===== config.mk =====
export PLATFORM = sky130hd
export DESIGN_NAME = multicycle_controller_flat
export DESIGN_NICKNAME = d
export VERILOG_FILES = /design/src/rtl/multicycle_controller_pkg.sv /design/src/rtl/multicycle_controller_if.sv /design/src/rtl/multicycle_controller_mem_waiter.sv /design/src/rtl/multicycle_controller.sv /design/src/flat_wrapper.sv
export SDC_FILE = /design/constraint.sdc
export NUM_CORES = 1
export LEC_CHECK = 0
export ABC_AREA = 1
export CAP_MARGIN = 5
export CORE_ASPECT_RATIO = 2
export CORE_MARGIN = 2
export CORE_UTILIZATION = 35
export CTS_CLUSTER_DIAMETER = 100
export DETAILED_ROUTE_END_ITERATION = 7
export PLACE_DENSITY = 0.7
export SLEW_MARGIN = 15
export SYNTH_ARGS = -nofsm -noshare
export SYNTH_HDL_FRONTEND = slang
export SYNTH_SLANG_ARGS = --single-unit

===== constraint.sdc =====
create_clock -name clk -period 1.4 [get_ports clk]
set_input_delay 0.28 -clock clk [delete_from_list [all_inputs] [get_ports clk]]
set_output_delay 0.28 -clock clk [all_outputs]
set_load 0.05 [all_outputs]

===== src/rtl/multicycle_controller_pkg.sv =====
// multicycle_controller_pkg: FSM states, RV32I opcodes and ALU-op codes for the multicycle controller
// CTRL_JUMP_EN widens the legal opcode set with LUI/AUIPC/JAL/JALR.
package ctrl_pkg;
    typedef enum logic [2:0] {
        S_IF  = 3'd0,
        S_ID  = 3'd1,
        S_EX  = 3'd2,
        S_MEM = 3'd3,
        S_WB  = 3'd4
    } state_t;
    localparam logic [6:0] OP_R      = 7'b0110011;
    localparam logic [6:0] OP_I      = 7'b0010011;
    localparam logic [6:0] OP_LOAD   = 7'b0000011;
    localparam logic [6:0] OP_STORE  = 7'b0100011;
    localparam logic [6:0] OP_BRANCH = 7'b1100011;
    localparam logic [6:0] OP_LUI    = 7'b0110111;
    localparam logic [6:0] OP_AUIPC  = 7'b0010111;
    localparam logic [6:0] OP_JAL    = 7'b1101111;
    localparam logic [6:0] OP_JALR   = 7'b1100111;
    localparam logic [1:0] ALU_ADD   = 2'b00;
    localparam logic [1:0] ALU_BR    = 2'b01;
    localparam logic [1:0] ALU_FN    = 2'b10;
    localparam logic [1:0] ALU_PASS  = 2'b11;
    function automatic logic is_jump(input logic [6:0] op);
        return op == OP_JAL || op == OP_JALR;
    endfunction
    function automatic logic is_legal(input logic [6:0] op);
`ifdef CTRL_JUMP_EN
        return op inside {OP_R, OP_I, OP_LOAD, OP_STORE, OP_BRANCH, OP_LUI, OP_AUIPC, OP_JAL, OP_JALR};
`else
        return op inside {OP_R, OP_I, OP_LOAD, OP_STORE, OP_BRANCH};
`endif
    endfunction
endpackage


===== src/rtl/multicycle_controller_if.sv =====
// multicycle_controller_if: control/status bundle between the controller (master) and the datapath (slave)
interface multicycle_controller_if #(parameter int ADDR_HI_W = 22);
    logic [6:0]           opcode;
    logic [ADDR_HI_W-1:0] alu_result_high;
    logic                 zero;
    logic                 mem_ready;
    logic                 pc_write;
    logic                 pc_write_cond;
    logic                 ir_write;
    logic [1:0]           alu_op;
    logic                 alu_src;
    logic                 mem_read;
    logic                 mem_write;
    logic                 io_read;
    logic                 io_write;
    logic                 mem_or_io_to_reg;
    logic                 reg_write;
    logic                 illegal;
    logic                 bus_err;
    logic [2:0]           state;
    modport master (
        input  opcode, alu_result_high, zero, mem_ready,
        output pc_write, pc_write_cond, ir_write, alu_op, alu_src, mem_read, mem_write,
               io_read, io_write, mem_or_io_to_reg, reg_write, illegal, bus_err, state
    );
    modport slave (
        output opcode, alu_result_high, zero, mem_ready,
        input  pc_write, pc_write_cond, ir_write, alu_op, alu_src, mem_read, mem_write,
               io_read, io_write, mem_or_io_to_reg, reg_write, illegal, bus_err, state
    );
endinterface


===== src/rtl/multicycle_controller_mem_waiter.sv =====
// ctrl_mem_waiter: counts MEM cycles spent waiting on mem_ready and flags the timeout cycle
module ctrl_mem_waiter #(
    parameter int WAIT_MAX = 8
) (
    input  logic clk,
    input  logic rst,
    input  logic active,
    input  logic ready,
    output logic timeout
);
    localparam int CW = $clog2(WAIT_MAX) > 0 ? $clog2(WAIT_MAX) : 1;
    logic [CW-1:0] cnt;
    assign timeout = active && !ready && cnt == CW'(WAIT_MAX - 1);
    // Clears on any MEM exit: ready, timeout, or leaving the state.
    always_ff @(posedge clk or posedge rst)
        if (rst) cnt <= '0;
        else cnt <= (active && !ready && !timeout) ? cnt + CW'(1) : '0;
endmodule


===== src/rtl/multicycle_controller.sv =====
// multicycle_controller: RV32I IF/ID/EX/MEM/WB control FSM with MMIO decode and mem_ready timeout
// Define CTRL_JUMP_EN to accept LUI/AUIPC/JAL/JALR.
module multicycle_controller
    import ctrl_pkg::*;
#(
    parameter int                   ADDR_HI_W  = 22,
    parameter logic [ADDR_HI_W-1:0] IO_BASE_HI = 22'h3FFFFF,
    parameter int                   WAIT_MAX   = 8
) (
    input  logic                    clk,
    input  logic                    rst,
    multicycle_controller_if.master bus
);
    state_t     st, nx;
    logic [6:0] op_q;
    logic       io_q, ill_q, err_q, timeout;
    logic       is_ld, is_st, is_mem;
    assign is_ld  = op_q == OP_LOAD;
    assign is_st  = op_q == OP_STORE;
    assign is_mem = is_ld || is_st;
    ctrl_mem_waiter #(.WAIT_MAX(WAIT_MAX)) u_waiter (
        .clk     (clk),
        .rst     (rst),
        .active  (st == S_MEM && !io_q),
        .ready   (bus.mem_ready),
        .timeout (timeout)
    );
    always_ff @(posedge clk or posedge rst)
        if (rst) begin
            st    <= S_IF;
            op_q  <= 7'h00;
            io_q  <= 1'b0;
            ill_q <= 1'b0;
            err_q <= 1'b0;
        end else begin
            st    <= nx;
            ill_q <= st == S_ID && !is_legal(bus.opcode);
            err_q <= timeout;
            if (st == S_ID) op_q <= bus.opcode;
            if (st == S_EX && is_mem) io_q <= bus.alu_result_high == IO_BASE_HI;
        end
    always_comb begin
        nx = S_IF;
        case (st)
            S_IF:  nx = S_ID;
            S_ID:  nx = is_legal(bus.opcode) ? S_EX : S_IF;
            S_EX:  nx = is_mem ? S_MEM : (op_q == OP_BRANCH ? S_IF : S_WB);
            S_MEM: nx = (io_q || bus.mem_ready) ? (is_ld ? S_WB : S_IF) : (timeout ? S_IF : S_MEM);
            default: nx = S_IF;
        endcase
    end
    // Outputs decode the registered state; reset forces them low combinationally.
    always_comb begin
        bus.pc_write         = 1'b0;
        bus.pc_write_cond    = 1'b0;
        bus.ir_write         = 1'b0;
        bus.alu_op           = ALU_ADD;
        bus.alu_src          = 1'b0;
        bus.mem_read         = 1'b0;
        bus.mem_write        = 1'b0;
        bus.io_read          = 1'b0;
        bus.io_write         = 1'b0;
        bus.mem_or_io_to_reg = 1'b0;
        bus.reg_write        = 1'b0;
        bus.illegal          = ill_q;
        bus.bus_err          = err_q;
        bus.state            = st;
        if (!rst)
            case (st)
                S_IF: begin
                    bus.ir_write = 1'b1;
                    bus.pc_write = 1'b1;
                end
                S_EX: begin
                    bus.alu_op = is_mem ? ALU_ADD : op_q == OP_BRANCH ? ALU_BR :
                                 (op_q == OP_R || op_q == OP_I) ? ALU_FN : ALU_PASS;
                    bus.alu_src = op_q != OP_R && op_q != OP_BRANCH;
`ifdef CTRL_JUMP_EN
                    bus.pc_write_cond = op_q == OP_BRANCH ? bus.zero : is_jump(op_q);
`else
                    bus.pc_write_cond = op_q == OP_BRANCH && bus.zero;
`endif
                end
                S_MEM: begin
                    bus.mem_read  = !io_q && is_ld;
                    bus.mem_write = !io_q && is_st;
                    bus.io_read   = io_q && is_ld;
                    bus.io_write  = io_q && is_st;
                end
                S_WB: begin
                    bus.reg_write        = 1'b1;
                    bus.mem_or_io_to_reg = is_ld;
                end
                default: ;
            endcase
    end
endmodule


===== src/flat_wrapper.sv =====
// flat-port wrapper written by rule: the top's interface ports become plain ports
module multicycle_controller_flat import ctrl_pkg::*;
#(
    parameter int                   ADDR_HI_W  = 22,
    parameter logic [ADDR_HI_W-1:0] IO_BASE_HI = 22'h3FFFFF,
    parameter int                   WAIT_MAX   = 8
)
  (clk, rst, bus_opcode, bus_alu_result_high, bus_zero, bus_mem_ready, bus_pc_write, bus_pc_write_cond, bus_ir_write, bus_alu_op, bus_alu_src, bus_mem_read, bus_mem_write, bus_io_read, bus_io_write, bus_mem_or_io_to_reg, bus_reg_write, bus_illegal, bus_bus_err, bus_state);
  multicycle_controller_if #(.ADDR_HI_W(ADDR_HI_W)) bus_i ();
  input  logic clk;
  input  logic rst;
  input wire logic [$bits(bus_i.opcode)-1:0] bus_opcode;
  input wire logic [$bits(bus_i.alu_result_high)-1:0] bus_alu_result_high;
  input wire logic [$bits(bus_i.zero)-1:0] bus_zero;
  input wire logic [$bits(bus_i.mem_ready)-1:0] bus_mem_ready;
  output wire logic [$bits(bus_i.pc_write)-1:0] bus_pc_write;
  output wire logic [$bits(bus_i.pc_write_cond)-1:0] bus_pc_write_cond;
  output wire logic [$bits(bus_i.ir_write)-1:0] bus_ir_write;
  output wire logic [$bits(bus_i.alu_op)-1:0] bus_alu_op;
  output wire logic [$bits(bus_i.alu_src)-1:0] bus_alu_src;
  output wire logic [$bits(bus_i.mem_read)-1:0] bus_mem_read;
  output wire logic [$bits(bus_i.mem_write)-1:0] bus_mem_write;
  output wire logic [$bits(bus_i.io_read)-1:0] bus_io_read;
  output wire logic [$bits(bus_i.io_write)-1:0] bus_io_write;
  output wire logic [$bits(bus_i.mem_or_io_to_reg)-1:0] bus_mem_or_io_to_reg;
  output wire logic [$bits(bus_i.reg_write)-1:0] bus_reg_write;
  output wire logic [$bits(bus_i.illegal)-1:0] bus_illegal;
  output wire logic [$bits(bus_i.bus_err)-1:0] bus_bus_err;
  output wire logic [$bits(bus_i.state)-1:0] bus_state;
  assign bus_i.opcode = bus_opcode;
  assign bus_i.alu_result_high = bus_alu_result_high;
  assign bus_i.zero = bus_zero;
  assign bus_i.mem_ready = bus_mem_ready;
  assign bus_pc_write = bus_i.pc_write;
  assign bus_pc_write_cond = bus_i.pc_write_cond;
  assign bus_ir_write = bus_i.ir_write;
  assign bus_alu_op = bus_i.alu_op;
  assign bus_alu_src = bus_i.alu_src;
  assign bus_mem_read = bus_i.mem_read;
  assign bus_mem_write = bus_i.mem_write;
  assign bus_io_read = bus_i.io_read;
  assign bus_io_write = bus_i.io_write;
  assign bus_mem_or_io_to_reg = bus_i.mem_or_io_to_reg;
  assign bus_reg_write = bus_i.reg_write;
  assign bus_illegal = bus_i.illegal;
  assign bus_bus_err = bus_i.bus_err;
  assign bus_state = bus_i.state;
  multicycle_controller #(.ADDR_HI_W(ADDR_HI_W), .IO_BASE_HI(IO_BASE_HI), .WAIT_MAX(WAIT_MAX)) u_core (.clk(clk), .rst(rst), .bus(bus_i));
endmodule

==> flow_metrics.tcl <==
set metrics [dict create \
    status "finished, violations left" \
    violations "setup timing" \
    max_freq_ghz 0.556 \
    setup_viol 12 \
    rsz0062_at_grt "true" \
    worstPathRequired_ns 1.12 \
    grt_pass1_vias 1085 \
    pwr_density_cell_mw_per_mm2 1200 \
    std_cell_rows 26 \
    path_clk_slew_ns 0.06 \
    ir_worst_vdd_mv 0.898 \
    fin_crit_sh 1.29 \
    r2r_cells 7 \
    initial_core_util 0.366 \
    wire_per_inst_um 13.3 \
    cts_buffers 3 \
    critPathTopFamily "simple AND/OR/NAND/NOR gates" \
    hp-class "in2async" \
    drtIter0Drc 17 \
    core_mm2 0.00254 \
    hold_violations 0 \
    cpMaxStageDelayCell "dfrtp_2" \
    p_sw_frac 0.412 \
    p_int_w 0.00140 \
    yosysWarningCount 0 \
    diodes 0 \
    clk-insertion-delay-late_ns 0.24 \
    postSynthCellCount 125 \
    cts_root_buf "clkbuf_8" \
    synth.distinct_cells 20 \
    ant_nets 0 \
    cp-end-kind "output port" \
    numPortBuffers 49 \
    layout_common_cells "nand2_1 (32), clkdlybuf4s50_1 (31), buf_4 (25)" \
    synth.net_count 160 \
    post-route-drc-count 0 \
    gp_congestion 0.705 \
    cts.sinks 16 \
    grt_antenna_before_repair 0 \
    worst-path-stages 5 \
    p_switching_w 0.000980 \
    power.leakage_nw 0.852 \
    cp.buffers_inverters 2 \
    path_cells "inv_2 -> nor3_4 -> nand3b_1 -> nor2_4 -> buf_8" \
    relSlewSlack 0.801 \
    final_common_cell "nand2_1" \
    drtPass1Iterations 4 \
    place_area_mm2 0.00174 \
    finalWorstSetupSlack_ns -0.400 \
    worst_pin_slew_ns 0.297 \
    max_cap_violations 0 \
    pwr-share-clk 0.146 \
    area_growth_syn_to_layout_pct 114 \
    fin_crit_ns 1.80 \
    crit_fanout 4 \
    p_total_w 0.00238 \
    cts_buffer_depth 2 \
    cpPeakStageDelay_ns 0.42 \
    holdWs_ns 0.423 \
    vias 1110 \
    die_h_um 76.9 \
    yosysSeqAreaShare 0.431 \
    grt_pass1_wl_um 4420 \
    start_kind "register" \
    grt_max_degree 13 \
    cts_tree "built" \
    dpl.hpwl_um 2230 \
    drive_above_1_share 0.441 \
    h-tree-depth 1 \
    synth_area_um2 930 \
    routed_wirelength_um 3070 \
    pwr-share-seq 0.312 \
    crit_arrival_ns 1.52 \
    syn_avg_cell_area_um2 7.44 \
    overflow 0 \
    final_max_slew_viol_count 0 \
    io_pins 50 \
    pwr-share-comb 0.542 \
    via_per_inst 4.83 \
    critPathKind "reg2out" \
    rrSetupSlack_ns 0.04 \
    fin_nets 238 \
    die_w_um 40.4 \
    dieArea_mm2 0.00311 \
    ys_ff_latch 16 \
    fin_skew_ns 0.00245 \
    grt.total_usage 0.200 \
    stdcell_area_mm2 0.00199 \
]
## layout make-up
class	count	area [um^2]
Timing Repair Buffer	75	795
Multi-Input combinational cell	90	637
Fill cell	159	549
Sequential cell	16	405
Inverter	17	71.3
Clock buffer	4	45.0
Tap cell	28	35.0
## state kept, by name, summed over array words and instances (netlist names)
signal               count
u_core.op_q              7
u_core.io_q              1
u_core.u_waiter.cnt      3
u_core.bus.state         3
u_core.bus.illegal       1
u_core.bus.bus_err       1
## stage by stage
stage / setup TNS [ns] / utilization / cells / worst slack [ns]
global placement: -3.16 / 0.687 / 218 / -0.362
CTS: -3.46 / 0.753 / 228 / -0.347
finish: -4.27 / 0.784 / 230 / -0.400
detailed placement: -3.74 / 0.687 / 218 / -0.419
global route: -5.21 / 0.784 / 230 / -0.497
floorplan: -2.74 / - / 125 / -0.350
## power groups by stage
stage	Clock (W)	Combinational, W	Sequential [W]
4_1_cts	0.000353	0.00119	0.000725
5_1_grt	0.000372	0.00138	0.000752
2_1_floorplan	0	0.000497	0.000799
3_5_place_dp	0	0.00113	0.000716
6_report	0.000348	0.00129	0.000743
3_3_place_gp	0	0.00110	0.000706
## synth_stat cells
master    number  area, um^2
nand2_1       34         128
nor2_1        24        90.1
dfrtp_1       16         400
inv_1         14        52.6
nand3_1       11        55.1
o21ai_1        4        20.0
inv_2          3        11.3
nor2_2         3        18.8
buf_4          2        15.0
ha_1           2        25.0
nand4_1        2        12.5
nor3_4         2        32.5
nand3_4        1        17.5
nand3b_1       1        7.51
nor3_1         1        5.00
nor3_2         1        10.0
nor3b_1        1        7.51
nor4_1         1        6.26
o211ai_1       1        7.51
o21a_1         1        7.51
## final timing paths
check                                  startpoint                endpoint
setup / recovery              u_core.bus.state[0]           bus_mem_write
hold / removal                                rst  u_core.u_waiter.cnt[2]
setup reg to reg              u_core.bus.state[0]     u_core.bus.state[0]
hold reg to reg            u_core.u_waiter.cnt[0]  u_core.u_waiter.cnt[0]
max in group asynchronous                     rst          u_core.op_q[6]
min in group clk           u_core.u_waiter.cnt[0]  u_core.u_waiter.cnt[0]
## logic make-up after synthesis
family | after synthesis | synth area share
and+or+nand+nor | 82 | 0.420
adders and majority gates | 2 | 0.0269
buffers and inverters | 19 | 0.0848
DFF | 16 | 0.431
AOI/OAI and AO/OA | 6 | 0.0377
## worst register-to-register path, stage by stage (launching register included)
cell      delay, ns
dfrtp_2        0.42
inv_2          0.07
nor3_4         0.23
buf_4          0.14
buf_4          0.09
buf_4          0.12
nand3_4        0.09
o211ai_1       0.11
## routing by layer
metal	vias to the layer above	global-route usage	wire [um]
met5	-	0	0
li1	549	-	-
met2	41	0.376	1920
met1	518	0.205	1020
met4	0	0.0600	21
met3	2	0.0173	111
## repair_timing
item / CTS / global route
setup endpoints to repair: 12 / 16
setup buffers: 6 / 5
hold buffers: 0 / 0
resized for setup: 21 / 13
hold endpoints to repair: 0 / 0
pin swaps: 10 / 11
No activity file was read; power rests on OpenSTA's default activity.
